### config.mk
export PLATFORM = sky130hd
export DESIGN_NAME = perf_counter_bank_flat
export DESIGN_NICKNAME = d
export VERILOG_FILES = /design/src/rtl/perf_pkg.sv /design/src/rtl/perf_counter_bank_if.sv /design/src/rtl/perf_counter.sv /design/src/rtl/perf_counter_bank.sv /design/src/flat_wrapper.sv
export SDC_FILE = /design/constraint.sdc
export NUM_CORES = 2
export LEC_CHECK = 0
export CORE_MARGIN = 3
export CORE_UTILIZATION = 35
export DETAILED_ROUTE_END_ITERATION = 8
export GPL_TIMING_DRIVEN = 0
export SYNTH_ARGS = -nofsm -noshare
export SYNTH_HDL_FRONTEND = slang
export SYNTH_SLANG_ARGS = --single-unit
### constraint.sdc
create_clock -name clk -period 24 [get_ports clk]
set_clock_uncertainty 0.05 [all_clocks]
set_input_delay 3.6 -clock clk [delete_from_list [all_inputs] [get_ports clk]]
set_output_delay 3.6 -clock clk [all_outputs]
set_load 0.005 [all_outputs]
### src/rtl/perf_pkg.sv
// Shared types and constants for the performance counter bank.
package perf_pkg;

  // Dump channel FSM states.
  typedef enum logic [0:0] {
    IDLE = 1'b0,
    DUMP = 1'b1
  } dump_state_t;

  // Default geometry of the bank.
  localparam int DEF_NUM_EVENTS = 11;
  localparam int DEF_CNT_WIDTH  = 32;
  localparam int DEF_SATURATE   = 0;

  // Event channel assignment used by the mp4 core.
  localparam int EV_I_HIT      = 0;
  localparam int EV_I_MISS     = 1;
  localparam int EV_D_HIT      = 2;
  localparam int EV_D_MISS     = 3;
  localparam int EV_MISPREDICT = 4;
  localparam int EV_STALL_ALL  = 5;
  localparam int EV_STALL_FE   = 6;
  localparam int EV_STALL_DE   = 7;
  localparam int EV_STALL_EXE  = 8;
  localparam int EV_STALL_MEM  = 9;
  localparam int EV_PF_USED    = 10;

  // Channel index width; a single-channel bank still gets a 1-bit index.
  function automatic int idx_width(input int n);
    return (n > 1) ? $clog2(n) : 1;
  endfunction

endpackage

### src/rtl/perf_counter_bank_if.sv
// Snapshot dump channel: valid/ready stream of {idx, count, ovf, last}.
interface perf_counter_bank_if #(
  parameter int IDX_W     = 4,
  parameter int CNT_WIDTH = 32
) ();
  logic                 busy_o;
  logic                 dump_valid_o;
  logic                 dump_ready_i;
  logic [IDX_W-1:0]     dump_idx_o;
  logic [CNT_WIDTH-1:0] dump_data_o;
  logic                 dump_ovf_o;
  logic                 dump_last_o;

  modport master (
    output busy_o, dump_valid_o, dump_idx_o, dump_data_o, dump_ovf_o, dump_last_o,
    input  dump_ready_i
  );

  modport slave (
    input  busy_o, dump_valid_o, dump_idx_o, dump_data_o, dump_ovf_o, dump_last_o,
    output dump_ready_i
  );
endinterface

### src/rtl/perf_counter.sv
// Single event counter with synchronous clear, wrap/saturate overflow and
// a sticky overflow flag.
module perf_counter #(
  parameter int CNT_WIDTH = 32,
  parameter int SATURATE  = 0
) (
  input  logic                 clk,
  input  logic                 rst,
  input  logic                 clear,
  input  logic                 enable,
  input  logic                 inc,
  output logic [CNT_WIDTH-1:0] count,
  output logic                 ovf
);

  logic [CNT_WIDTH-1:0] count_nxt;
  logic                 ovf_nxt;

  // Next count: clear beats increment; the all-ones case wraps or holds.
  always_comb begin
    count_nxt = count;
    ovf_nxt   = ovf;
    if (clear) begin
      count_nxt = '0;
      ovf_nxt   = 1'b0;
    end else if (enable && inc) begin
      if (count == {CNT_WIDTH{1'b1}}) begin
        ovf_nxt = 1'b1;
        if (SATURATE != 0) begin
          count_nxt = count;
        end else begin
          count_nxt = '0;
        end
      end else begin
        count_nxt = count + CNT_WIDTH'(1);
      end
    end else begin
      count_nxt = count;
    end
  end

  // Counter and flag registers.
  always_ff @(posedge clk or posedge rst) begin
    if (rst) begin
      count <= '0;
      ovf   <= 1'b0;
    end else begin
      count <= count_nxt;
      ovf   <= ovf_nxt;
    end
  end

endmodule

### src/rtl/perf_counter_bank.sv
// Bank of event counters with a live read port and an atomic snapshot that
// is streamed out over the dump channel while live counting continues.
module perf_counter_bank
  import perf_pkg::*;
#(
  parameter int NUM_EVENTS = DEF_NUM_EVENTS,
  parameter int CNT_WIDTH  = DEF_CNT_WIDTH,
  parameter int SATURATE   = DEF_SATURATE,
  parameter int IDX_W      = idx_width(NUM_EVENTS)
) (
  input  logic                  clk,
  input  logic                  rst,
  input  logic                  enable_i,
  input  logic [NUM_EVENTS-1:0] event_i,
  input  logic                  clear_i,
  input  logic [IDX_W-1:0]      rd_sel_i,
  output logic [CNT_WIDTH-1:0]  rd_data_o,
  output logic                  rd_ovf_o,
  input  logic                  snap_req_i,
  perf_counter_bank_if.master   dump
);

  localparam logic [IDX_W-1:0] LAST_IDX = IDX_W'(NUM_EVENTS - 1);

  logic [CNT_WIDTH-1:0]  live_cnt [NUM_EVENTS];
  logic [NUM_EVENTS-1:0] live_ovf;
  logic [CNT_WIDTH-1:0]  shadow_r [NUM_EVENTS];
  logic [NUM_EVENTS-1:0] shadow_ovf_r;

  dump_state_t      state_r, state_nxt;
  logic [IDX_W-1:0] idx_r, idx_nxt;
  logic             snap_load;

  for (genvar g = 0; g < NUM_EVENTS; g++) begin : g_ch
    perf_counter #(
      .CNT_WIDTH (CNT_WIDTH),
      .SATURATE  (SATURATE)
    ) u_cnt (
      .clk    (clk),
      .rst    (rst),
      .clear  (clear_i),
      .enable (enable_i),
      .inc    (event_i[g]),
      .count  (live_cnt[g]),
      .ovf    (live_ovf[g])
    );
  end

  // Live read mux; unused select codes read as zero.
  always_comb begin
    rd_data_o = '0;
    rd_ovf_o  = 1'b0;
    if (rd_sel_i <= LAST_IDX) begin
      rd_data_o = live_cnt[rd_sel_i];
      rd_ovf_o  = live_ovf[rd_sel_i];
    end else begin
      rd_data_o = '0;
      rd_ovf_o  = 1'b0;
    end
  end

  // Dump FSM next state: accept a snapshot in IDLE, walk the channels in DUMP.
  always_comb begin
    state_nxt = state_r;
    idx_nxt   = idx_r;
    snap_load = 1'b0;
    case (state_r)
      IDLE: begin
        if (snap_req_i) begin
          snap_load = 1'b1;
          idx_nxt   = '0;
          state_nxt = DUMP;
        end else begin
          state_nxt = IDLE;
        end
      end
      DUMP: begin
        if (dump.dump_ready_i) begin
          if (idx_r == LAST_IDX) begin
            idx_nxt   = '0;
            state_nxt = IDLE;
          end else begin
            idx_nxt = idx_r + IDX_W'(1);
          end
        end else begin
          idx_nxt = idx_r;
        end
      end
      default: begin
        idx_nxt   = '0;
        state_nxt = IDLE;
      end
    endcase
  end

  // FSM state and beat index registers.
  always_ff @(posedge clk or posedge rst) begin
    if (rst) begin
      state_r <= IDLE;
      idx_r   <= '0;
    end else begin
      state_r <= state_nxt;
      idx_r   <= idx_nxt;
    end
  end

  // Shadow copy takes the pre-edge live values, so a same-cycle clear or
  // event is not part of the snapshot.
  always_ff @(posedge clk or posedge rst) begin
    if (rst) begin
      for (int k = 0; k < NUM_EVENTS; k++) begin
        shadow_r[k] <= '0;
      end
      shadow_ovf_r <= '0;
    end else if (snap_load) begin
      for (int k = 0; k < NUM_EVENTS; k++) begin
        shadow_r[k] <= live_cnt[k];
      end
      shadow_ovf_r <= live_ovf;
    end
  end

  // Dump channel outputs; the payload is driven to zero outside a dump.
  always_comb begin
    dump.busy_o       = 1'b0;
    dump.dump_valid_o = 1'b0;
    dump.dump_idx_o   = '0;
    dump.dump_data_o  = '0;
    dump.dump_ovf_o   = 1'b0;
    dump.dump_last_o  = 1'b0;
    if (state_r == DUMP) begin
      dump.busy_o       = 1'b1;
      dump.dump_valid_o = 1'b1;
      dump.dump_idx_o   = idx_r;
      dump.dump_data_o  = shadow_r[idx_r];
      dump.dump_ovf_o   = shadow_ovf_r[idx_r];
      dump.dump_last_o  = (idx_r == LAST_IDX);
    end else begin
      dump.busy_o       = 1'b0;
      dump.dump_valid_o = 1'b0;
    end
  end

endmodule

### src/flat_wrapper.sv
// flat-port wrapper written by rule: the top's interface ports become plain ports
module perf_counter_bank_flat import perf_pkg::*;
#(
  parameter int NUM_EVENTS = DEF_NUM_EVENTS,
  parameter int CNT_WIDTH  = DEF_CNT_WIDTH,
  parameter int SATURATE   = DEF_SATURATE,
  parameter int IDX_W      = idx_width(NUM_EVENTS)
)
  (clk, rst, enable_i, event_i, clear_i, rd_sel_i, rd_data_o, rd_ovf_o, snap_req_i, dump_busy_o, dump_dump_valid_o, dump_dump_idx_o, dump_dump_data_o, dump_dump_ovf_o, dump_dump_last_o, dump_dump_ready_i);
  perf_counter_bank_if #(.IDX_W(IDX_W), .CNT_WIDTH(CNT_WIDTH)) dump_i ();
  input  logic clk;
  input  logic rst;
  input  logic enable_i;
  input  logic [NUM_EVENTS-1:0] event_i;
  input  logic clear_i;
  input  logic [IDX_W-1:0] rd_sel_i;
  output logic [CNT_WIDTH-1:0] rd_data_o;
  output logic rd_ovf_o;
  input  logic snap_req_i;
  output wire logic [$bits(dump_i.busy_o)-1:0] dump_busy_o;
  output wire logic [$bits(dump_i.dump_valid_o)-1:0] dump_dump_valid_o;
  output wire logic [$bits(dump_i.dump_idx_o)-1:0] dump_dump_idx_o;
  output wire logic [$bits(dump_i.dump_data_o)-1:0] dump_dump_data_o;
  output wire logic [$bits(dump_i.dump_ovf_o)-1:0] dump_dump_ovf_o;
  output wire logic [$bits(dump_i.dump_last_o)-1:0] dump_dump_last_o;
  input wire logic [$bits(dump_i.dump_ready_i)-1:0] dump_dump_ready_i;
  assign dump_busy_o = dump_i.busy_o;
  assign dump_dump_valid_o = dump_i.dump_valid_o;
  assign dump_dump_idx_o = dump_i.dump_idx_o;
  assign dump_dump_data_o = dump_i.dump_data_o;
  assign dump_dump_ovf_o = dump_i.dump_ovf_o;
  assign dump_dump_last_o = dump_i.dump_last_o;
  assign dump_i.dump_ready_i = dump_dump_ready_i;
  perf_counter_bank #(.NUM_EVENTS(NUM_EVENTS), .CNT_WIDTH(CNT_WIDTH), .SATURATE(SATURATE), .IDX_W(IDX_W)) u_core (.clk(clk), .rst(rst), .enable_i(enable_i), .event_i(event_i), .clear_i(clear_i), .rd_sel_i(rd_sel_i), .rd_data_o(rd_data_o), .rd_ovf_o(rd_ovf_o), .snap_req_i(snap_req_i), .dump(dump_i));
endmodule
* Word-level counts from Yosys, hierarchy flattened *
Index checks and enable logic that the tools add are counted.

word-level totals
  bits in registers = 731
  bits of input ports = 21
  output and inout port bits = 73
  logic and storage cells = 207

cells by class
  $add $sub $neg = 12
  order comparisons = 5
  equality and inequality tests = 14
  multiplexer cells = 92
  bitwise gates (word level) = 3
  reduce and logical (&&, ||, !) cells = 45

operator list
  operator                                                    number
  2-to-1 mux 32 bit                                           39
  adder 32 x 1 -> 32 bit, second input constant               11
  equality test 32 bit, second input constant                 11
  binary-select mux 32 bit (select 4 bit)                     2
  nonzero test 2 bit                                          22
  2-to-1 mux 1 bit                                            43
  AND reduction 2 bit                                         12
  2-to-1 mux 4 bit                                            4
  logical AND 1 bit                                           11
  >= comparator 5 bit, second input constant                  2
  less-than comparator 4 x 5 -> 1 bit, second input constant  2
  NOT 4 -> 5 bit                                              2
  binary-select mux 1 bit (select 4 bit)                      2
  case mux 4 bit (2 select lines)                             1
  adder 4 x 1 -> 4 bit, second input constant                 1
  equality test 4 bit, second input constant                  1
  less-or-equal comparator 4 bit, second input constant       1
  inequality test 2 bit, second input constant                2
  case mux 1 bit (2 select lines)                             1
  NOT 1 bit                                                   1

* Logic depth before layout (Yosys ltp) *
  word-level depth = 5
  depth in mapped cells = 9
  gate-level depth less buffers = 7

* Cells and area by module *
From an unflattened synthesis, not the netlist that was laid out.

unflattened totals
  cells, all modules = 3336
  area, all modules = 38684.6 sq um

by module, submodules not included
  module             instances  cells each  area each (sq um)  seq. area each (sq um)
  perf_counter_bank  1          1466        19994.2            9208.8
  perf_counter       11         170         1699.1             825.8

* Worst setup path after synthesis *
Ideal clock, no wire load.

  path type = in2out
  start = input rd_sel_i[0]
  end = output rd_data_o[10]
  arrival time = 5126 ps
  required time = 20350 ps
  slack = 15224 ps
  stages on the path = 5
  path through = buf_2 buf_1 mux4_2 mux2i_1 o22ai_1

on the way
  word-level cells in the longest chain between the ends = 5
  elaborated cells between the ends (all ways) = 6
  classes of those cells = 1 x order compare; 4 x mux; 1 x bitwise

RTL lines
  element                                               RTL line                 text
  start: declaration                                    flat_wrapper.sv:16       input logic [IDX_W-1:0] rd_sel_i;
  NOT 4 -> 5 bit (not written as such)                  perf_counter_bank.sv:54  rd_data_o = live_cnt[rd_sel_i];
  binary-select mux 32 bit (select 4 bit)               perf_counter_bank.sv:54
  2-to-1 mux 32 bit (not written as such) (2 in a row)  perf_counter_bank.sv:54
  2-to-1 mux 32 bit *                                   perf_counter_bank.sv:53  if (rd_sel_i <= LAST_IDX) begin
  end: declaration                                      flat_wrapper.sv:17       output logic [CNT_WIDTH-1:0] rd_data_o;

Mark *: on every way between the ends. The rest lies on a longest branch, timed or not. The select of a mux whose other input is x is not followed.

* Final worst setup path *
  start = input rd_sel_i[0]
  end = output rd_data_o[19]

The elaborated chain is that of the path after synthesis.

==> summary.txt <==
Critical path
  – Worst Path Arrival: 7.41 ns
  – Max incr delay on CP: 0.79 ns
  – Worst Setup End Kind: output pin
  – CP bufs+invs: 4
  – Crit-path cells: clkdlybuf4s50_1, buf_2, buf_1, mux4_2, mux2i_1, o22ai_1, clkdlybuf4s50_1
  – CP top delay family: buffers and inverters
  – CP max-delay cell: buf_1
  – Worst setup SP type: input port
  – Worst Path Class, Setup: input port to output pin
  – Critical Path RT: 20.35 ns
  – CP dominant cell by count: clkdlybuf4s50_1
  – Crit-path max FO: 10

Logic synthesis
  – Area of the mapped netlist: 0.0378 mm2
  – Largest area contributor in the synthesized netlist: dfrtp_1
  – #FFs+latches synth: 731
  – Mapped Cells: 3377
  – Cell variety after synth: 64
  – Predominant post-synthesis flop cell: dfrtp_1
  – Top cells by count, synth: dfrtp_1, nor2_1, mux2_2
  – YS warnings: 0
  – Count leader, synth: dfrtp_1
  – Yosys top cell area share: 48.4%
  – Syn_nets: 3411
  – Synth area leaders: dfrtp_1, mux2_2, mux4_2
  – Synth Area per Inst: 11.2 um2
  – Async SR Flop Fraction: 100%
  – Number of synthesized flops with an enable pin: 0
  – Post-synthesis sequential area ratio: 48.4%

Clock tree
  – Cts bufs inserted: 80
  – Worst-skew pair later-pin latency: 0.65 ns
  – CTS resizes: 0
  – Setup Buffers After CTS: 0
  – Clock transition at path regs: 0.06 ns
  – H-tree levels: 3
  – Num Clock Sinks: 731
  – CTS tree: done
  – Clk buf depth: 3
  – Root buffer cell: clkbuf_16
  – Hold Buf Count CTS: 0

Pwr
  – Worst vdd ir: 49.0 uV
  – LEAKAGE: 18.9 nW
  – Pwr per Cell Area: 70.2 mW/mm2

STA
  – Final setup fails: 0
  – Min Hold Slack: 0.446 ns
  – Min cycle time layout: 11.06 ns
  – Fmax: 90.4 MHz
  – Measured slew at the worst slew-check pin: 1.37 ns
  – RSZ-0062 raised after global routing: no
  – Final worst-path cycle share: 46.1%
  – Final TNS setup: 0 ns
  – Relative slew slack: 8.73%
  – Final hold violation count: 0
  – Max-slew violations: 0

Layout
  – Area growth, synth to finish: 15.4%
  – Final nets: 3608
  – Proportion of layout cells with a drive suffix above 1: 18.9%

Floorplanning
  – Die ar.: 0.112 mm2
  – Initial Util: 35.6%
  – Core area: 0.106 mm2
  – Row cnt: 119
  – Die height: 335 um
  – I/O pin count: 94
  – DIE WIDTH: 335 um

Run
  – Max-cap violations: 0

Routing
  – DRT iter0 DRCs: 2899
  – Routed WL: 134000 um
  – Avg WL per Cell: 26.6 um
  – Routed vias/inst: 5.77
  – Final ANT Viol Nets: 0
  – Remaining DRCs: 0
  – Vias: 29.0k
  – TritonRoute pass-1 iters: 6

Global routing
  – Largest net degree at the start of global routing: 42
  – Met3 Track Usage GR: 3.62%
  – Vias in the first global route: 28.1k
  – GR Util met1: 32.8%
  – GRT busiest layer: met2
  – Overflow after GRT: 0
  – First-pass GRT wire length: 197000 um
  – Tot GR Track Use: 23.7%
  – M2 GR Usage: 36.7%
  – Initial antenna violation count: 7

Run status
  – Outcome: completed

Place
  – Port buffer count: 91
  – Post-DP HPWL: 102000 um
  – Final Wtd Congestion: 0.926

Min path
  – Hold Path Class: register to register
registers in the layout, summed over array words and instances (netlist names):
name                     flops
u_core.state_r               1
u_core.shadow_r            352
u_core.idx_r                 4
u_core.g_ch.u_cnt.count    352
u_core.shadow_ovf_r         11
u_core.g_ch.u_cnt.ovf       11
cell type report:
cell class | count | area [um2]
inverter | 29 | 113
fill | 10100 | 62600
sequential | 731 | 18300
clock buffer | 118 | 2380
antenna | 6 | 15.0
multi-input combinational | 2426 | 18600
clock inverter | 23 | 284
timing repair buffer | 115 | 1350
tap | 1391 | 1740
buffer | 191 | 803
worst register-to-register path, stage by stage (launching register included):
cell,delay [ns]
dfrtp_1,0.52
nand4_1,0.33
nor4_2,1.18
nand3_1,0.36
a21oi_2,0.84
buf_2,0.44
nor2_1,0.10
report_power, final:
| part | switching [mW] | internal [mW] |
|---|---|---|
| clock network | 0.526 | 0.749 |
| logic | 0.326 | 0.173 |
| registers | 0.0231 | 1.26 |
| total | 0.875 | 2.18 |
routing by layer:
metal / part of all wire, % / vias up / wire length, um
met3: 7.1 / 233 / 9490
li1: - / 12500 / -
met4: 5.3 / 2 / 7020
met1: 42 / 15100 / 56500
met5: 0.0082 / - / 11
met2: 45 / 1179 / 60600
metrics by stage:
step / power (mW) / std cells / util, % / cell area (um2) / setup WS, ns
floorplan: 1.61 / 3377 / - / 37800 / 10.33
global placement: 1.79 / 4859 / 38.1 / 40400 / 5.23
detailed placement: 1.80 / 4883 / 38.5 / 40900 / 12.91
CTS: 3.07 / 5024 / 41.0 / 43600 / 12.91
global route: 3.15 / 5024 / 41.0 / 43600 / 12.78
finish: 3.06 / 5030 / 41.1 / 43600 / 12.94
path summary, 6_finish.rpt:
check                                         startpoint                       endpoint  slack (ns)  depth (start not counted)
setup / recovery                             rd_sel_i[0]                  rd_data_o[19]       12.94                          7
hold / removal                      u_core.shadow_r[260]           u_core.shadow_r[260]        0.45                          2
setup reg to reg           u_core.g_ch[0].u_cnt.count[9]  u_core.g_ch[0].u_cnt.count[2]       20.06                          6
hold reg to reg                     u_core.shadow_r[260]           u_core.shadow_r[260]        0.45                          2
max in group asynchronous                            rst           u_core.shadow_r[142]       18.67                          7
min in group asynchronous                            rst  u_core.g_ch[2].u_cnt.count[8]        3.43                          2
placed cells by master, fill, tap and decap left out, drive strengths merged, types with 66 or more instances in the layout:
cell,n
dfrtp,731
nor2,466
mux2,348
clkbuf,240
nand2,208
xor2,182
nand3,150
mux2i,135
mux4,132
xnor2,119
nand4,111
a21oi,100
buf,93
clkdlybuf4s50,91
o22ai,66
cells by family after synthesis:
family,synth area share [%]
xor gates and xnor gates,6.98
DFF,48.4
adders and majority gates,0.431
muxes,21.8
AOI/OAI and AO/OA,4.33
and+or+nand+nor,15.6
buffers and inverters,2.41
Note: power is estimated with default switching activity, not from simulation.
